File: src/rtl/decode_pkg.sv
// Shared types for the MIPS decode queue stage: opcode/funct encodings, instruction
// classes and the decoded entry that travels from decode to register-read.
package decode_pkg;

  // Address fields in a decoded entry are carried at this width. Narrower
  // ADDR_WIDTH builds zero-extend their addresses into these fields.
  localparam int DQ_ADDR_W = 32;

  localparam int INST_OP_HI  = 31;
  localparam int INST_OP_LO  = 26;
  localparam int INST_RS_HI  = 25;
  localparam int INST_RS_LO  = 21;
  localparam int INST_RT_HI  = 20;
  localparam int INST_RT_LO  = 16;
  localparam int INST_RD_HI  = 15;
  localparam int INST_RD_LO  = 11;
  localparam int INST_SH_HI  = 10;
  localparam int INST_SH_LO  = 6;
  localparam int INST_FN_HI  = 5;
  localparam int INST_FN_LO  = 0;
  localparam int INST_IMM_HI = 15;
  localparam int INST_IMM_LO = 0;
  localparam int INST_TGT_HI = 25;
  localparam int INST_TGT_LO = 0;

  typedef enum logic [5:0] {
    OP_SPECIAL = 6'h00,
    OP_JAL     = 6'h03,
    OP_BEQ     = 6'h04,
    OP_BNE     = 6'h05,
    OP_ORI     = 6'h0D,
    OP_LUI     = 6'h0F,
    OP_LW      = 6'h23,
    OP_SW      = 6'h2B
  } opcode_t;

  typedef enum logic [5:0] {
    FN_JR      = 6'h08,
    FN_SYSCALL = 6'h0C,
    FN_ADDU    = 6'h21,
    FN_SUBU    = 6'h23
  } funct_t;

  // CLS_NOP is zero so an all-zero entry reads as a harmless bubble.
  typedef enum logic [3:0] {
    CLS_NOP     = 4'd0,
    CLS_ADDU    = 4'd1,
    CLS_SUBU    = 4'd2,
    CLS_JR      = 4'd3,
    CLS_SYSCALL = 4'd4,
    CLS_ORI     = 4'd5,
    CLS_LUI     = 4'd6,
    CLS_LW      = 4'd7,
    CLS_SW      = 4'd8,
    CLS_BEQ     = 4'd9,
    CLS_BNE     = 4'd10,
    CLS_JAL     = 4'd11,
    CLS_ILLEGAL = 4'd12
  } inst_class_t;

  typedef logic [4:0]           register_id_t;
  typedef logic [DQ_ADDR_W-1:0] addr_t;

  typedef struct packed {
    addr_t        pc;
    inst_class_t  cls;
    register_id_t rs;
    register_id_t rt;
    register_id_t rd;
    register_id_t destReg;
    logic         writesReg;
    logic [4:0]   shamt;
    logic [31:0]  extImm;
    addr_t        branchTarget;
    addr_t        jumpTarget;
    addr_t        linkValue;
    logic         illegal;
  } decoded_entry_t;

  function automatic logic [31:0] sign_ext16(input logic [15:0] v);
    return {{16{v[15]}}, v};
  endfunction

endpackage

File: src/rtl/decode_queue_stage_if.sv
// Fetch-side and consumer-side handshake bundle of the decode queue stage.
// The stage itself connects through the slave modport.
interface decode_queue_stage_if
  import decode_pkg::*;
#(
  parameter int DEPTH      = 2,
  parameter int ADDR_WIDTH = 32
) ();

  // Both sides use plain valid/ready: a beat moves on a rising edge where valid
  // and ready are both high; a producer holds its payload until that edge, and
  // ready never waits on valid.
  logic                    inValid;
  logic                    inReady;
  logic [ADDR_WIDTH-1:0]   inPc;
  logic [31:0]             inInstruction;
  logic                    outValid;
  logic                    outReady;
  decoded_entry_t          outEntry;
  logic [$clog2(DEPTH):0]  occupancy;

  modport master (
    output inValid, inPc, inInstruction, outReady,
    input  inReady, outValid, outEntry, occupancy
  );

  modport slave (
    input  inValid, inPc, inInstruction, outReady,
    output inReady, outValid, outEntry, occupancy
  );

endinterface

File: src/rtl/decode_queue_stage_fields.sv
// Combinational MIPS field splitter: {pc, instruction} -> decoded_entry_t.
// Define DECODE_QUEUE_ILLEGAL_TRAP_EN to tag unknown encodings as CLS_ILLEGAL.
module decode_fields
  import decode_pkg::*;
#(
  parameter int ADDR_WIDTH = 32
) (
  input  logic [ADDR_WIDTH-1:0] pc_i,
  input  logic [31:0]           instruction_i,
  output decoded_entry_t        entry_o
);

`ifdef DECODE_QUEUE_ILLEGAL_TRAP_EN
  localparam bit TRAP_EN = 1'b1;
`else
  localparam bit TRAP_EN = 1'b0;
`endif

  opcode_t               op;
  funct_t                fn;
  logic [15:0]           imm;
  logic [25:0]           target;
  register_id_t          rs, rt, rd;
  inst_class_t           cls;
  logic                  unknown;
  register_id_t          dest;
  logic [31:0]           ext_imm;
  logic [ADDR_WIDTH-1:0] pc_plus4;
  logic [ADDR_WIDTH-1:0] branch_target;
  logic [ADDR_WIDTH-1:0] jump_target;
  logic [ADDR_WIDTH-1:0] link_value;

  assign op     = opcode_t'(instruction_i[INST_OP_HI:INST_OP_LO]);
  assign fn     = funct_t'(instruction_i[INST_FN_HI:INST_FN_LO]);
  assign imm    = instruction_i[INST_IMM_HI:INST_IMM_LO];
  assign target = instruction_i[INST_TGT_HI:INST_TGT_LO];
  assign rs     = instruction_i[INST_RS_HI:INST_RS_LO];
  assign rt     = instruction_i[INST_RT_HI:INST_RT_LO];
  assign rd     = instruction_i[INST_RD_HI:INST_RD_LO];

  always_comb begin
    cls     = CLS_NOP;
    unknown = 1'b0;
    case (op)
      OP_SPECIAL: begin
        case (fn)
          FN_ADDU:    cls = CLS_ADDU;
          FN_SUBU:    cls = CLS_SUBU;
          FN_JR:      cls = CLS_JR;
          FN_SYSCALL: cls = CLS_SYSCALL;
          default:    unknown = 1'b1;
        endcase
      end
      OP_ORI:  cls = CLS_ORI;
      OP_LUI:  cls = CLS_LUI;
      OP_LW:   cls = CLS_LW;
      OP_SW:   cls = CLS_SW;
      OP_BEQ:  cls = CLS_BEQ;
      OP_BNE:  cls = CLS_BNE;
      OP_JAL:  cls = CLS_JAL;
      default: unknown = 1'b1;
    endcase
    if (unknown && TRAP_EN) begin
      cls = CLS_ILLEGAL;
    end
  end

  always_comb begin
    ext_imm = 32'h0;
    dest    = '0;
    case (cls)
      CLS_LW, CLS_SW, CLS_BEQ, CLS_BNE: ext_imm = sign_ext16(imm);
      CLS_ORI:                          ext_imm = {16'h0, imm};
      CLS_LUI:                          ext_imm = {imm, 16'h0};
      default:                          ext_imm = 32'h0;
    endcase
    case (cls)
      CLS_ADDU, CLS_SUBU:         dest = rd;
      CLS_ORI, CLS_LUI, CLS_LW:   dest = rt;
      CLS_JAL:                    dest = 5'd31;
      default:                    dest = '0;
    endcase
  end

  // Target arithmetic wraps at ADDR_WIDTH bits before being widened into the entry.
  assign pc_plus4      = pc_i + ADDR_WIDTH'(4);
  assign branch_target = pc_plus4 + {{(ADDR_WIDTH-18){imm[15]}}, imm, 2'b00};
  assign link_value    = (cls == CLS_JAL) ? pc_i + ADDR_WIDTH'(8) : '0;

  generate
    if (ADDR_WIDTH > 28) begin : g_jump_upper
      assign jump_target = {pc_plus4[ADDR_WIDTH-1:28], target, 2'b00};
    end else begin : g_jump_flat
      assign jump_target = {target, 2'b00};
    end
  endgenerate

  always_comb begin
    entry_o              = '0;
    entry_o.pc           = addr_t'(pc_i);
    entry_o.cls          = cls;
    entry_o.rs           = rs;
    entry_o.rt           = rt;
    entry_o.rd           = rd;
    entry_o.destReg      = dest;
    entry_o.writesReg    = (dest != '0);
    entry_o.shamt        = instruction_i[INST_SH_HI:INST_SH_LO];
    entry_o.extImm       = ext_imm;
    entry_o.branchTarget = addr_t'(branch_target);
    entry_o.jumpTarget   = addr_t'(jump_target);
    entry_o.linkValue    = addr_t'(link_value);
    entry_o.illegal      = (cls == CLS_ILLEGAL);
  end

endmodule

File: src/rtl/decode_queue_stage.sv
// Registered MIPS decode stage: decodes fetch beats and buffers them in a DEPTH-entry
// FIFO ahead of register-read. Optional macro: DECODE_QUEUE_ILLEGAL_TRAP_EN.
module decode_queue_stage
  import decode_pkg::*;
#(
  parameter int DEPTH      = 2,
  parameter int ADDR_WIDTH = 32
) (
  input  logic                  clock,
  input  logic                  resetN,
  input  logic                  flush,
  decode_queue_stage_if.slave   bus
);

  localparam int PW = $clog2(DEPTH);
  localparam int CW = PW + 1;

  decoded_entry_t  mem_q [DEPTH];
  logic [PW-1:0]   wr_ptr_q, wr_ptr_d;
  logic [PW-1:0]   rd_ptr_q, rd_ptr_d;
  logic [CW-1:0]   count_q, count_d;
  decoded_entry_t  dec_entry;
  logic            push, pop;

  decode_fields #(.ADDR_WIDTH(ADDR_WIDTH)) u_fields (
    .pc_i          (bus.inPc),
    .instruction_i (bus.inInstruction),
    .entry_o       (dec_entry)
  );

  // inReady looks only at occupancy, so a full queue never passes a beat through.
  assign bus.inReady   = (count_q != CW'(DEPTH));
  assign bus.outValid  = (count_q != '0);
  assign bus.outEntry  = bus.outValid ? mem_q[rd_ptr_q] : '0;
  assign bus.occupancy = count_q;

  assign push = bus.inValid  && bus.inReady  && !flush;
  assign pop  = bus.outValid && bus.outReady && !flush;

  always_comb begin
    wr_ptr_d = wr_ptr_q;
    rd_ptr_d = rd_ptr_q;
    count_d  = count_q;
    if (flush) begin
      wr_ptr_d = '0;
      rd_ptr_d = '0;
      count_d  = '0;
    end else begin
      if (push) wr_ptr_d = wr_ptr_q + PW'(1);
      if (pop)  rd_ptr_d = rd_ptr_q + PW'(1);
      case ({push, pop})
        2'b10:   count_d = count_q + CW'(1);
        2'b01:   count_d = count_q - CW'(1);
        default: count_d = count_q;
      endcase
    end
  end

  always_ff @(posedge clock or negedge resetN) begin
    if (!resetN) begin
      wr_ptr_q <= '0;
      rd_ptr_q <= '0;
      count_q  <= '0;
    end else begin
      wr_ptr_q <= wr_ptr_d;
      rd_ptr_q <= rd_ptr_d;
      count_q  <= count_d;
    end
  end

  // Storage needs no reset: an empty queue masks it from outEntry.
  always_ff @(posedge clock) begin
    if (push) begin
      mem_q[wr_ptr_q] <= dec_entry;
    end
  end

endmodule

File: src/flat_wrapper.sv
// flat-port wrapper written by rule: the top's interface ports become plain ports
module decode_queue_stage_flat import decode_pkg::*;
#(
  parameter int DEPTH      = 2,
  parameter int ADDR_WIDTH = 32
)
  (clock, resetN, flush, bus_inValid, bus_inPc, bus_inInstruction, bus_outReady, bus_inReady, bus_outValid, bus_outEntry, bus_occupancy);
  decode_queue_stage_if #(.DEPTH(DEPTH), .ADDR_WIDTH(ADDR_WIDTH)) bus_i ();
  input  logic clock;
  input  logic resetN;
  input  logic flush;
  input wire logic [$bits(bus_i.inValid)-1:0] bus_inValid;
  input wire logic [$bits(bus_i.inPc)-1:0] bus_inPc;
  input wire logic [$bits(bus_i.inInstruction)-1:0] bus_inInstruction;
  input wire logic [$bits(bus_i.outReady)-1:0] bus_outReady;
  output wire logic [$bits(bus_i.inReady)-1:0] bus_inReady;
  output wire logic [$bits(bus_i.outValid)-1:0] bus_outValid;
  output wire logic [$bits(bus_i.outEntry)-1:0] bus_outEntry;
  output wire logic [$bits(bus_i.occupancy)-1:0] bus_occupancy;
  assign bus_i.inValid = bus_inValid;
  assign bus_i.inPc = bus_inPc;
  assign bus_i.inInstruction = bus_inInstruction;
  assign bus_i.outReady = bus_outReady;
  assign bus_inReady = bus_i.inReady;
  assign bus_outValid = bus_i.outValid;
  assign bus_outEntry = bus_i.outEntry;
  assign bus_occupancy = bus_i.occupancy;
  decode_queue_stage #(.DEPTH(DEPTH), .ADDR_WIDTH(ADDR_WIDTH)) u_core (.clock(clock), .resetN(resetN), .flush(flush), .bus(bus_i));
endmodule
File: config.mk
export PLATFORM = sky130hd
export DESIGN_NAME = decode_queue_stage_flat
export DESIGN_NICKNAME = d
export VERILOG_FILES = /design/src/rtl/decode_pkg.sv /design/src/rtl/decode_queue_stage_if.sv /design/src/rtl/decode_queue_stage_fields.sv /design/src/rtl/decode_queue_stage.sv /design/src/flat_wrapper.sv
export SDC_FILE = /design/constraint.sdc
export NUM_CORES = 1
export LEC_CHECK = 0
export BUFFER_PORTS_ARGS = -buffer_cell sky130_fd_sc_hd__clkbuf_2
export CAP_MARGIN = 20
export CORE_ASPECT_RATIO = 2
export CORE_UTILIZATION = 60
export DETAILED_ROUTE_END_ITERATION = 10
export PLACE_DENSITY = 0.83
export SLEW_MARGIN = 25
export SYNTH_ARGS = -nofsm -noshare
export SYNTH_HDL_FRONTEND = slang
export SYNTH_HIERARCHICAL = 1
export SYNTH_SLANG_ARGS = --single-unit
File: constraint.sdc
create_clock -name clock -period 36.8 [get_ports clock]
set_input_delay 1.84 -clock clock [delete_from_list [all_inputs] [get_ports clock]]
set_output_delay 1.84 -clock clock [all_outputs]
set_load 0.02 [all_outputs]
==> key figures <==
Final layout
  – Final Cell Area: 20400 um2
  – Commonest non-fill, non-tap cells in the layout: 382 x sky130_fd_sc_hd__edfxtp_1, 263 x sky130_fd_sc_hd__clkbuf_2, 246 x sky130_fd_sc_hd__nor2_1, 191 x sky130_fd_sc_hd__mux2i_1, 47 x sky130_fd_sc_hd__xnor2_1
  – Non-filler cells in the finished layout: 1946
  – Fraction of final layout cells with drive strength greater than 1: 21.8%
  – Antenna diodes: 0
  – Count of filler cells inserted in the layout: 2182
  – Post-route core utilization: about two thirds
  – Most common library cell in the layout ignoring fill and taps: sky130_fd_sc_hd__edfxtp_1
  – Number of nets at the end of the flow: 1656
  – Synth-to-Final Area Change: 10.9%

Setup path
  – Critical path data required time: between 30 and 40 ns
  – Nature of the critical path startpoint: flop
  – Maximum fanout encountered on the critical timing path: between 50 and 60
  – Critical Setup Path Class: reg2out
  – Critical Path AT: around 3.8 ns
  – Endpoint type of the worst setup path: output pin

Timing
  – Fraction of the cycle the final worst path needs: between 15 and 20%
  – Pin slew with the least headroom to its limit: 1.06 ns
  – Max Slew Vio Count: 0
  – Max transition margin: between 20% and 30%
  – Setup TNS: 0 ns
  – Post-route minimum period: roughly 5.6 ns
  – Hold Vio Cnt, Final: 0
  – Hold slack: ~0.66 ns
  – Unrepaired setup endpoints after global routing: no
  – Slack of the critical path: 31.16 ns
  – Final worst clock skew: approximately 0.0093 ns
  – Max frequency: 0.177 GHz
  – Setup-failing EPs final: 0

Power and ir drop
  – Power, Total: approximately 1.0 mW
  – Sw Ratio: between 20 and 30%
  – Power share of the clock group: around a third
  – Logic gate share of total power: 14.4%
  – Total power per unit cell area: ~50 nW/um2
  – Fraction of power consumed by sequential logic: 51.2%
  – Leakage power summed over all cells: between 7 and 8 nW
  – Maximum vdd ir drop: roughly 42 uV
  – Internal: ~0.74 mW
  – Net switching power: 0.255 mW

Yosys
  – Library cell occupying the most area in the post-synthesis netlist: sky130_fd_sc_hd__edfxtp_1
  – Number of flip-flops and latches in the synthesized netlist: about 390
  – Dominant cells by area after synthesis: sky130_fd_sc_hd__edfxtp_1 62%, sky130_fd_sc_hd__mux2i_1 10%, sky130_fd_sc_hd__nor2_1 5.0%, sky130_fd_sc_hd__buf_4 4.2%, sky130_fd_sc_hd__xnor2_1 2.2%
  – Count of warnings emitted by yosys: 6
  – Cell count after synthesis: 1386
  – Sequential area share after synthesis: roughly 63%
  – Post-synthesis cell type count: slightly below 70
  – EDFF count, synth: around 380
  – Cell area after technology mapping: about 18000 um2
  – Top-area cell type share of the netlist area: between 60% and 70%
  – Primary flip-flop cell chosen by synthesis mapping: sky130_fd_sc_hd__edfxtp_1
  – Average size of a mapped cell: around 13 um2
  – Post-synth ARST share: 1.04%

Clock tree
  – Post-CTS setup buffers: 0
  – H-tree Lvls: 2
  – CTS sink count: slightly below 400
  – Cts bufs inserted: 35
  – Clock-pin slew reported for the worst setup and hold paths after clock tree synthesis: 0.07 ns
  – Clk buf depth: 3
  – Insertion delay of the later-clocked pin in the worst-skew pair: roughly 0.52 ns
  – Count of hold-fix buffers inserted at cts: 0
  – Post-cts repair resize count: 0
  – Buffer cell driving the clock tree root: sky130_fd_sc_hd__clkbuf_16
  – CTS tree: built

Global route
  – Global-route congestion overflow total: 0
  – Initial antenna violation count: 0
  – Global-route total usage across every layer: 26.8%
  – Via count of the first global-routing pass: ~11000
  – Wire length of the first global-routing pass: approximately 63 mm
  – Largest net degree at the start of global routing: roughly 80

Placed design
  – Cell Area, Placed: 19300 um2
  – Hpwl dp: 29.3 mm
  – Post-placement cell count: ~1900
  – Pre-CTS setup slack: just over 30 ns
  – Count of port buffers added during placement: 263
  – Routability-driven placement congestion ratio: roughly 0.92

Routing
  – Average via count per standard cell: 5.87
  – Violation count after the first detailed-routing iteration: 931
  – Routed WL: 41.5 mm
  – Post-route antenna net violation count: 0
  – Routed vias: ~11000
  – Average routed wire per standard cell: 21.3 um
  – Number of remaining DRC errors: 0
  – Detailed-routing iteration count for the pre-antenna-repair pass: 5

Die
  – Total Die Area: 31400 um2
  – Horiz. Die Dim: approximately 130 um
  – Site row count: 90
  – Die extent in y: 249 um
  – IO Pins: roughly 260
  – Initial core utilization: about three fifths
  – Core area: roughly 30000 um2

Hold path
  – Hold crit path type: reg2reg

Status
  – Outcome: finished, final reports clean

Flow run
  – Number of violations of the max-capacitance limit: 0
[Yosys cell counts, types with 12 or more instances]
cell type	instances
sky130_fd_sc_hd__nor2b_1	19
sky130_fd_sc_hd__xnor2_1	47
sky130_fd_sc_hd__mux2i_1	191
sky130_fd_sc_hd__xor2_1	34
sky130_fd_sc_hd__o21ai_0	26
sky130_fd_sc_hd__ha_1	31
sky130_fd_sc_hd__nand2_1	37
sky130_fd_sc_hd__buf_4	102
sky130_fd_sc_hd__nand4_1	12
sky130_fd_sc_hd__and3_1	13
sky130_fd_sc_hd__clkbuf_1	15
sky130_fd_sc_hd__nand3_1	27
sky130_fd_sc_hd__a21oi_1	32
sky130_fd_sc_hd__a21o_1	21
sky130_fd_sc_hd__nor2_1	247
sky130_fd_sc_hd__edfxtp_1	382
sky130_fd_sc_hd__buf_2	29
[worst max-delay path: stages (launching register included)]
cell and delay [ns]:
sky130_fd_sc_hd__dfrtp_4 0.85, sky130_fd_sc_hd__buf_4 0.85, sky130_fd_sc_hd__buf_4 0.78, sky130_fd_sc_hd__mux2i_1 0.48, sky130_fd_sc_hd__nor2_1 0.07, sky130_fd_sc_hd__clkbuf_2 0.18
[metal layers]
| layer | GRT usage, % | part of all wire (%) | up-vias |
|---|---|---|---|
| li1 | - | - | 5301 |
| met1 | 27.6 | 34 | 5596 |
| met2 | 50.8 | 55 | 420 |
| met3 | 3.86 | 5.0 | 105 |
| met4 | 15.1 | 5.5 | 0 |
| met5 | 0 | 0 | - |
[flip-flops by register name, summed over array words and instances (netlist names)]
signal,flops
u_core/bus.occupancy,2
u_core/mem_q,382
u_core/rd_ptr_q,1
u_core/wr_ptr_q,1
[path summary, 6_finish.rpt]
| check | cells past startpoint | slack, ns | start | endpoint |
|---|---|---|---|---|
| max in group asynchronous | 1 | 35.54 | resetN | u_core/rd_ptr_q$_DFFE_PN0P_ |
| min | 2 | 0.66 | u_core/wr_ptr_q$_DFFE_PN0P_ | u_core/wr_ptr_q$_DFFE_PN0P_ |
| max | 5 | 31.16 | u_core/rd_ptr_q$_DFFE_PN0P_ | bus_outEntry[62] |
| min reg2reg | 2 | 0.66 | u_core/wr_ptr_q$_DFFE_PN0P_ | u_core/wr_ptr_q$_DFFE_PN0P_ |
| min in group asynchronous | 1 | 1.11 | resetN | u_core/bus.occupancy[1]$_DFFE_PN0P_ |
| max reg2reg | 6 | 33.39 | u_core/bus.occupancy[1]$_DFFE_PN0P_ | u_core/mem_q[0][19]$_DFFE_PP_ |
[area by class of cell]
cell class | count | area, um2 | share of cell area (%)
sequential | 386 | 11600 | 56.8
multi-input combinational | 843 | 5810 | 28.5
timing repair buffer | 276 | 1410 | 6.94
clock buffer | 38 | 887 | 4.35
tap | 368 | 460 | 2.26
clock inverter | 22 | 175 | 0.860
inverter | 13 | 48.8 | 0.240
[power groups by stage]
stage	clock [mW]	sequential [mW]	combinational, mW
finish	0.342	0.510	0.144
global route	0.365	0.511	0.155
CTS	0.348	0.510	0.144
detailed placement	0	0.520	0.144
global placement	0	0.519	0.142
floorplan	0	0.524	0.105
[logic make-up (layout without fill, tap and decap cells)]
kind of cell	after synthesis	count (layout)	share of synthesized area [%]
simple gates	413	413	10.5
mux	191	191	10.4
xor+xnor	82	82	3.95
compound gates	122	122	4.36
fa+ha+maj	32	32	2.22
other cells	1	3	0.0204
buf+inv	159	349	5.53
flops	386	386	63.0
Power figures use the tool's default switching activity.
